File: src/rtl/fetch_queue_unit_pkg.sv
// Shared defaults and helpers for the multi-instruction fetch stage.
package fetch_queue_unit_pkg;

  localparam int          FQ_ADDR_LEN    = 32;
  localparam int          FQ_INSN_LEN    = 32;
  localparam int          FQ_BLOCK_INSNS = 4;
  localparam int          FQ_DEC_WIDTH   = 2;
  localparam int          FQ_DEPTH       = 8;
  localparam logic [31:0] FQ_ENTRY_POINT = 32'h0000_0000;

  function automatic int unsigned fq_min(int unsigned a, int unsigned b);
    return (a < b) ? a : b;
  endfunction

endpackage

File: src/rtl/fetch_queue_unit_inst_queue.sv
// Circular {pc,inst} buffer: up to BLOCK_INSNS pushes and DEC_WIDTH pops per cycle, flushable.
module fetch_inst_queue
  import fetch_queue_unit_pkg::*;
#(
  parameter int ADDR_LEN    = FQ_ADDR_LEN,
  parameter int INSN_LEN    = FQ_INSN_LEN,
  parameter int BLOCK_INSNS = FQ_BLOCK_INSNS,
  parameter int DEC_WIDTH   = FQ_DEC_WIDTH,
  parameter int QDEPTH      = FQ_DEPTH
) (
  input  logic                                  clk_i,
  input  logic                                  rst_ni,
  input  logic                                  flush_i,
  input  logic [$clog2(BLOCK_INSNS):0]          enq_n_i,
  input  logic [BLOCK_INSNS-1:0][INSN_LEN-1:0]  enq_inst_i,
  input  logic [BLOCK_INSNS-1:0][ADDR_LEN-1:0]  enq_pc_i,
  input  logic                                  deq_ready_i,
  output logic [$clog2(QDEPTH):0]               count_o,
  output logic [DEC_WIDTH-1:0]                  deq_valid_o,
  output logic [DEC_WIDTH-1:0][INSN_LEN-1:0]    deq_inst_o,
  output logic [DEC_WIDTH-1:0][ADDR_LEN-1:0]    deq_pc_o
);

  localparam int LQ = $clog2(QDEPTH);
  localparam int CW = LQ + 1;

  logic [LQ-1:0]                    head, tail;
  logic [CW-1:0]                    count, pop_n;
  logic [QDEPTH-1:0][INSN_LEN-1:0]  inst_mem;
  logic [QDEPTH-1:0][ADDR_LEN-1:0]  pc_mem;

  assign pop_n   = deq_ready_i ? CW'(fq_min(32'(count), DEC_WIDTH)) : '0;
  assign count_o = count;

  always_ff @(posedge clk_i or negedge rst_ni) begin
    if (!rst_ni) begin
      head  <= '0;
      tail  <= '0;
      count <= '0;
    end else if (flush_i) begin
      head  <= '0;
      tail  <= '0;
      count <= '0;
    end else begin
      // The upstream credit check must keep pushes within free space.
      assert (({1'b0, count} + (CW+1)'(enq_n_i)) <= (CW+1)'(QDEPTH));
      head  <= head + LQ'(pop_n);
      tail  <= tail + LQ'(enq_n_i);
      count <= count + CW'(enq_n_i) - pop_n;
    end
  end

  // Storage needs no reset; only entries below count are ever shown as valid.
  always_ff @(posedge clk_i) begin
    if (!flush_i) begin
      for (int j = 0; j < BLOCK_INSNS; j++) begin
        if (j < int'(enq_n_i)) begin
          inst_mem[tail + LQ'(j)] <= enq_inst_i[j];
          pc_mem[tail + LQ'(j)]   <= enq_pc_i[j];
        end
      end
    end
  end

  for (genvar i = 0; i < DEC_WIDTH; i++) begin : g_rd
    logic [LQ-1:0] idx;
    assign idx            = head + LQ'(i);
    assign deq_valid_o[i] = count > CW'(i);
    assign deq_inst_o[i]  = inst_mem[idx];
    assign deq_pc_o[i]    = pc_mem[idx];
  end

endmodule

File: src/rtl/fetch_queue_unit.sv
// Fetch stage top: fetch PC, credit-gated block requests, response slicing, redirect priority.
module fetch_queue_unit
  import fetch_queue_unit_pkg::*;
#(
  parameter int                 ADDR_LEN    = FQ_ADDR_LEN,
  parameter int                 INSN_LEN    = FQ_INSN_LEN,
  parameter int                 BLOCK_INSNS = FQ_BLOCK_INSNS,
  parameter int                 DEC_WIDTH   = FQ_DEC_WIDTH,
  parameter int                 QDEPTH      = FQ_DEPTH,
  parameter logic [ADDR_LEN-1:0] ENTRY_POINT = ADDR_LEN'(FQ_ENTRY_POINT)
) (
  input  logic                            clk_i,
  input  logic                            reset_ni,
  output logic                            imem_req_o,
  output logic [ADDR_LEN-1:0]             imem_addr_o,
  input  logic [BLOCK_INSNS*INSN_LEN-1:0] imem_data_i,
  input  logic                            redirect_i,
  input  logic [ADDR_LEN-1:0]             redirect_pc_i,
  output logic [DEC_WIDTH-1:0]            deq_valid_o,
  output logic [DEC_WIDTH*INSN_LEN-1:0]   deq_inst_o,
  output logic [DEC_WIDTH*ADDR_LEN-1:0]   deq_pc_o,
  input  logic                            deq_ready_i
);

  localparam int LB = $clog2(BLOCK_INSNS);
  localparam int NW = LB + 1;
  localparam int CW = $clog2(QDEPTH) + 1;

  logic [ADDR_LEN-1:0] fpc, base_q;
  logic [LB-1:0]       off, off_q;
  logic [NW-1:0]       n, n_q, pend_n, enq_n;
  logic                req_q, req;
  logic [CW-1:0]       count;
  logic [CW+1:0]       need;

  logic [BLOCK_INSNS-1:0][INSN_LEN-1:0] blk, enq_inst;
  logic [BLOCK_INSNS-1:0][ADDR_LEN-1:0] enq_pc;

  assign off         = fpc[LB+1:2];
  assign n           = NW'(BLOCK_INSNS) - NW'(off);
  assign imem_addr_o = {fpc[ADDR_LEN-1:LB+2], {(LB+2){1'b0}}};

  // Credit counts the in-flight response too, so a worst-case block always fits.
  assign pend_n     = req_q ? n_q : '0;
  assign need       = (CW+2)'(count) + (CW+2)'(pend_n) + (CW+2)'(BLOCK_INSNS);
  assign req        = reset_ni & ~redirect_i & (need <= (CW+2)'(QDEPTH));
  assign imem_req_o = req;

  always_ff @(posedge clk_i or negedge reset_ni) begin
    if (!reset_ni) begin
      fpc    <= ENTRY_POINT;
      req_q  <= 1'b0;
      n_q    <= '0;
      off_q  <= '0;
      base_q <= '0;
    end else if (redirect_i) begin
      fpc   <= redirect_pc_i;
      req_q <= 1'b0;
    end else begin
      req_q <= req;
      if (req) begin
        fpc    <= imem_addr_o + ADDR_LEN'(4 * BLOCK_INSNS);
        n_q    <= n;
        off_q  <= off;
        base_q <= imem_addr_o;
      end
    end
  end

  // Compact the returned block so lane j carries block slot off_q+j.
  assign blk   = imem_data_i;
  assign enq_n = (req_q & ~redirect_i) ? n_q : '0;

  for (genvar j = 0; j < BLOCK_INSNS; j++) begin : g_slice
    logic [LB-1:0] slot;
    assign slot        = off_q + LB'(j);
    assign enq_inst[j] = blk[slot];
    assign enq_pc[j]   = base_q + ADDR_LEN'({slot, 2'b00});
  end

  fetch_inst_queue #(
    .ADDR_LEN    (ADDR_LEN),
    .INSN_LEN    (INSN_LEN),
    .BLOCK_INSNS (BLOCK_INSNS),
    .DEC_WIDTH   (DEC_WIDTH),
    .QDEPTH      (QDEPTH)
  ) u_q (
    .clk_i       (clk_i),
    .rst_ni      (reset_ni),
    .flush_i     (redirect_i),
    .enq_n_i     (enq_n),
    .enq_inst_i  (enq_inst),
    .enq_pc_i    (enq_pc),
    .deq_ready_i (deq_ready_i),
    .count_o     (count),
    .deq_valid_o (deq_valid_o),
    .deq_inst_o  (deq_inst_o),
    .deq_pc_o    (deq_pc_o)
  );

endmodule

File: config.mk
export PLATFORM = sky130hd
export DESIGN_NAME = fetch_queue_unit
export DESIGN_NICKNAME = d
export VERILOG_FILES = /design/src/rtl/fetch_queue_unit_pkg.sv /design/src/rtl/fetch_queue_unit_inst_queue.sv /design/src/rtl/fetch_queue_unit.sv
export SDC_FILE = /design/constraint.sdc
export NUM_CORES = 2
export LEC_CHECK = 0
export ABC_AREA = 0
export CAP_MARGIN = 20
export CORE_MARGIN = 5
export CORE_UTILIZATION = 49
export CTS_BUF_LIST = sky130_fd_sc_hd__clkbuf_16
export DETAILED_ROUTE_END_ITERATION = 7
export PLACE_DENSITY = 0.71
export SKIP_LAST_GASP = 1
export SYNTH_ARGS = -nofsm -noshare
export SYNTH_HDL_FRONTEND = slang
export SYNTH_SLANG_ARGS = --single-unit
File: constraint.sdc
create_clock -name clk_i -period 11.53 [get_ports clk_i]
set_input_delay 2.306 -clock clk_i [delete_from_list [all_inputs] [get_ports clk_i]]
set_output_delay 2.306 -clock clk_i [all_outputs]
set_load 0.01 [all_outputs]
### Yosys cells after proc, flatten, opt, wreduce, memory -nomap -nowiden

Cells that the tools add are included.

* bitwise gates (word level): 4
* eq/ne operators: 0
* multiplexer cells: 56
* divide/modulo/power cells: 0
* add/sub/neg operators: 19
* reductions and logical operators: 6
* $mul: 0
* $lt $le $gt $ge: 22
* shift-type cells: 0

Operators by type and width (number)
* 256-bit 2-to-1 mux: 14
* 256-bit bitwise mux: 8
* 32-bit 2-to-1 mux: 14
* 32-bit binary-select mux with 3-bit select: 4
* 32-bit demux with 3-bit select: 4
* 32-bit binary-select mux with 2-bit select: 4
* 32-bit by 4-bit adder with 32-bit output: 4
* 32-bit by 5-bit adder with 32-bit output, second input constant: 1
* 3-bit by 4-bit less-than comparator with 1-bit output, second input constant: 6
* 3-bit by 1-bit >= comparator with 1-bit output, second input constant: 4
* 2-bit by 3-bit less-than comparator with 1-bit output, second input constant: 4
* 3-bit 2-to-1 mux: 4
* 4-bit 2-to-1 mux: 3
* 4-bit by 1-bit greater-than comparator with 1-bit output, second input constant: 2
* 3-bit by 1-bit adder with 3-bit output, second input constant: 2
* 3-bit by 2-bit adder with 3-bit output, second input constant: 2
* 3-bit adder: 2
* 5-bit by 3-bit adder with 6-bit output, second input constant: 1
* 6-bit by 4-bit less-or-equal comparator with 1-bit output, second input constant: 1
* 1-bit by 3-bit less-than comparator with 1-bit output, first input constant: 2
* 2-bit by 3-bit less-than comparator with 1-bit output, first input constant: 2
* 4-bit by 3-bit adder with 5-bit output: 1
* 2-bit adder, second input constant: 2
* 4-bit by 3-bit adder with 4-bit output: 1
* 10 further kinds: 15

* register bits after elaboration: 588
* memories: 0
* memory bits (writable): 0
* latch bits: 0
* logic and storage cells: 131
* memory bits (read-only): 0

### Depth between registers and ports, before layout

* depth after elaboration: 15
* depth in mapped cells: 19
* mapped depth without buffers: 11

### Cells and area by module

Synthesis repeated with hierarchy kept, for this count alone.

* cells, all modules: 4864
* area total of the unflattened synthesis: 49754.0 um2

By module, submodules not included
* fetch_inst_queue: instances 1, area an instance 43289.0 um2, cells each 4370
* fetch_queue_unit: instances 1, area an instance 6465.0 um2, cells each 494

### Worst setup path after synthesis

OpenSTA, ideal clock, no wires.

* path kind: input to output
* start point: input port redirect_i
* end point: output port imem_req_o
* stages: 8
* slack: -0.197 ns
* required time: 9.224 ns
* data arrival time: 9.421 ns
* path through: buf_2 > inv_2 > nand3_1 > or3_1 > clkbuf_1 > inv_2 > buf_2 > buf_1

* cells in the longest elaborated chain, start to end: 3

Ends and longest elaborated chain
* from (decl): RTL line fetch_queue_unit.sv:17 `input logic redirect_i,`
* 1-bit NOT (no line)
* 1-bit AND (2 in series): RTL line fetch_queue_unit.sv:46 `assign req = reset_ni & ~redirect_i & (need <= (CW+2)'(QDEPTH));`
* to (decl): RTL line fetch_queue_unit.sv:14 `output logic imem_req_o,`

Every way passes these cells.

### Worst setup path in the final report

Same ends and word-level chain as after synthesis.

==> summary.txt <==
Status
  • Outcome: finished, violations left
  • Failing checks: design-rule violations

CTS
  • CTS tree: yes
  • Max clock buf depth: 3
  • CTS root buffer: clkbuf_16
  • Hold_buf cts: 0
  • CTS buffer count: 70
  • Maximum level of the CTS H-tree: 3
  • Post-CTS setup buffers: 0
  • Sink Count: 585
  • Clk slew on worst S/H paths: roughly 0.060 ns
  • Post-CTS resize count: 0
  • Worst skew pair latency: between 0.6 and 0.7 ns

Timing
  • Clock period minus worst slack: 7.881 ns
  • Post-Route Setup TNS: 0 ns
  • RSZ-0062 raised after global routing: false
  • Skew final: 0.02220 ns
  • WHS: 0.5314 ns
  • Final hold viol count: 0
  • Slew HR: 25.20%
  • Final Max Tran Viols: 0
  • Final setup viols: 0
  • Worst slew pin tran: 1.118 ns
  • F_max: 126.9 MHz
  • Post-route setup slack: 3.649 ns
  • Final worst path period share: between 60% and 70%

Synthesis
  • Post-synthesis sequential area ratio: 40.84%
  • Synth unique cells: 74
  • Synth async-reset ratio: approximately an eighth
  • Compound-Gate Fraction of Synth Area: 14.82%
  • Yosys warning total: 0
  • Mean area per synthesized cell: 11.10 µm²
  • Mapped cell area: about 42000 µm²
  • Adder-cell area share of the yosys netlist: 0.7902%
  • Cell type with the largest total area after synthesis: edfxtp_1
  • Synth top area share: a little over a third
  • Yosys reg bits: 585
  • Top_reg_cell synth: edfxtp_1
  • Most frequent cell after synthesis: edfxtp_1
  • Synth Area in XOR/XNOR: 0.4545%
  • Main area contributors after synthesis: edfxtp_1, mux4_2, mux2_2
  • Post-synthesis instance total: 3795
  • Number of synthesized flops with an enable pin: 512
  • Mux contribution to synthesized area: between 20 and 30%
  • Simple-gate portion of the synthesized area: 10.36%
  • Top cells by count, synth: edfxtp_1, nand2_1, nor2_1
  • Main combinational cell family by area after synthesis: multiplexers

Placed design
  • Placed Area: approximately 46000 µm²
  • Input/output buffers: 320
  • Detailed Place HPWL: 84740 µm
  • GPL Wtd Cong: 0.8965
  • Dpl ws: 3.670 ns

Layout
  • Post-route cell area: approximately 48000 µm²
  • Share of cells above drive strength 1: 21.57%
  • Area Growth Syn to Fin: 13.69%
  • Total Nets Final: 4065
  • N_diodes: 0

Pwr
  • Leakage power: 0.01600 µW
  • P per Cell Area: around 200 nW/µm²
  • Seq pwr share: 33.1%
  • Combinational share of power: between 40% and 50%
  • Maximum VDD drop: 0.0001489 V
  • Power, Total: 9435 µW
  • Clk pwr share: roughly 23%
  • Net Switching: 3707 µW
  • Pint: 5727 µW
  • Switching Fraction: 39.29%

Worst hold path
  • Hold Path Class: flop to flop

Routing
  • Met3 wire length: 21100 µm
  • Wl on met1: 51970 µm
  • Drt total wl: 151000 µm
  • Detailed Routing Iterations Pass 1: 8
  • Post-route ant nets: 0
  • Residual DRC: 4
  • Drt via density: 7.128
  • Met2 Routed Length: 67880 µm
  • DR top layer: met4
  • Via count: 36183
  • Detailed-route wire length per cell: about 30 µm
  • Drt initial violations: slightly below 6000

Critical path
  • Worst Setup Start Kind: primary input
  • Critical path fanouts, max: 150
  • Reg-to-reg slack, setup: 5.96 ns
  • Crit. End Element: output port
  • Worst Path Required: between 9 and 10 ns
  • Crit path DAT: 5.58 ns
  • Setup CP Type: primary input to output port

Global route
  • Initial antenna violation count: 0
  • GR Util All Layers: 31.61%
  • Vias in the first global route: roughly 35000
  • Largest net degree at the start of global routing: ~150
  • Overflow after GRT: 0
  • First-pass GRT wire length: 220800 µm

Floorplan
  • DIE WIDTH: between 300 and 400 µm
  • Boundary Pins: 327
  • CORE AREA: 85280 µm²
  • Die Area: around 92000 µm²
  • Die Span Y: 303.2 µm
  • Core Rows: 107
  • Starting density of the core: 49.39%

Run
  • Max_cap viols: 0
final cells by class:
type / instances / area (µm²)
clock buffer: 71 / 1777
inverter: 31 / 135.1
sequential: 585 / 17220
timing repair buffer: 388 / 3751
clock inverter: 55 / 391.6
multi-input combinational: 2802 / 23180
tap: 1144 / 1431
fill: 7063 / 37400
flip-flops by register name, indices dropped and copies added, names as in the netlist:
register,count
u_q.inst_mem,256
u_q.pc_mem,256
fpc,30
base_q,28
u_q.count_o,4
u_q.head,3
u_q.tail,3
n_q,2
off_q,2
req_q,1
cells by family (layout without fill, tap and decap cells):
kind of cell / Yosys count / after routing
adders and majority gates: 23 / 23
muxes: 777 / 777
xor gates and xnor gates: 21 / 21
AOI/OAI and AO/OA: 974 / 974
other: 1 / 5
buffers and inverters: 412 / 545
and+or+nand+nor: 1002 / 1002
DFF: 585 / 585
power by group through the flow:
stage	clock network [µW]	registers, µW	logic (µW)
finish	2150	3120	4160
detailed placement	0	3140	4090
global placement	0	3120	4040
floorplan	0	2900	2810
CTS	2160	3110	4110
global route	2240	3160	4400
per-layer routing:
layer,vias up,global-route usage (%)
met5,-,0.3175
met1,17514,40.64
met2,2983,49.00
li1,14999,-
met3,687,8.625
met4,0,17.11
worst max-delay path: stages:
cell	delay [ns]
buf_2	0.09
buf_4	0.33
inv_16	0.53
nand3_1	0.13
or3_2	0.49
buf_4	0.32
inv_2	0.10
buf_4	0.49
clkdlybuf4s50_1	0.65
placed cells by master (no fill, tap or decap), drive strengths merged, types with 13 or more instances in the layout:
master	count
nor2	323
dfrtp	73
ha	17
nand2	468
nor2b	31
a211oi	221
a21o	13
nand3	52
a31oi	81
clkdlybuf4s50	318
o21ai	242
o22a	13
clkbuf	71
and3	29
mux2	380
mux2i	120
edfxtp	512
o211ai	94
nor3	53
buf	70
mux4	277
inv	59
clkinv	24
o22ai	189
a21oi	75
final timing paths:
check	startpoint	to	cells after the start
worst max-delay path	redirect_i	imem_req_o	9
worst min-delay path	fpc[2]	off_q[0]	2
worst min register to register	fpc[2]	off_q[0]	2
min in group asynchronous	reset_ni	fpc[19]	1
max in group asynchronous	reset_ni	u_q.head[0]	2
worst max register to register	u_q.tail[0]	u_q.pc_mem[157]	8
stage by stage:
stage | instances | util, %
finish | 5076 | 56.15
global placement | 4948 | 53.56
CTS | 5074 | 56.11
detailed placement | 4948 | 53.56
global route | 5076 | 56.15
floorplan | 3799 | -
Note: power is estimated with default switching activity, not from simulation.
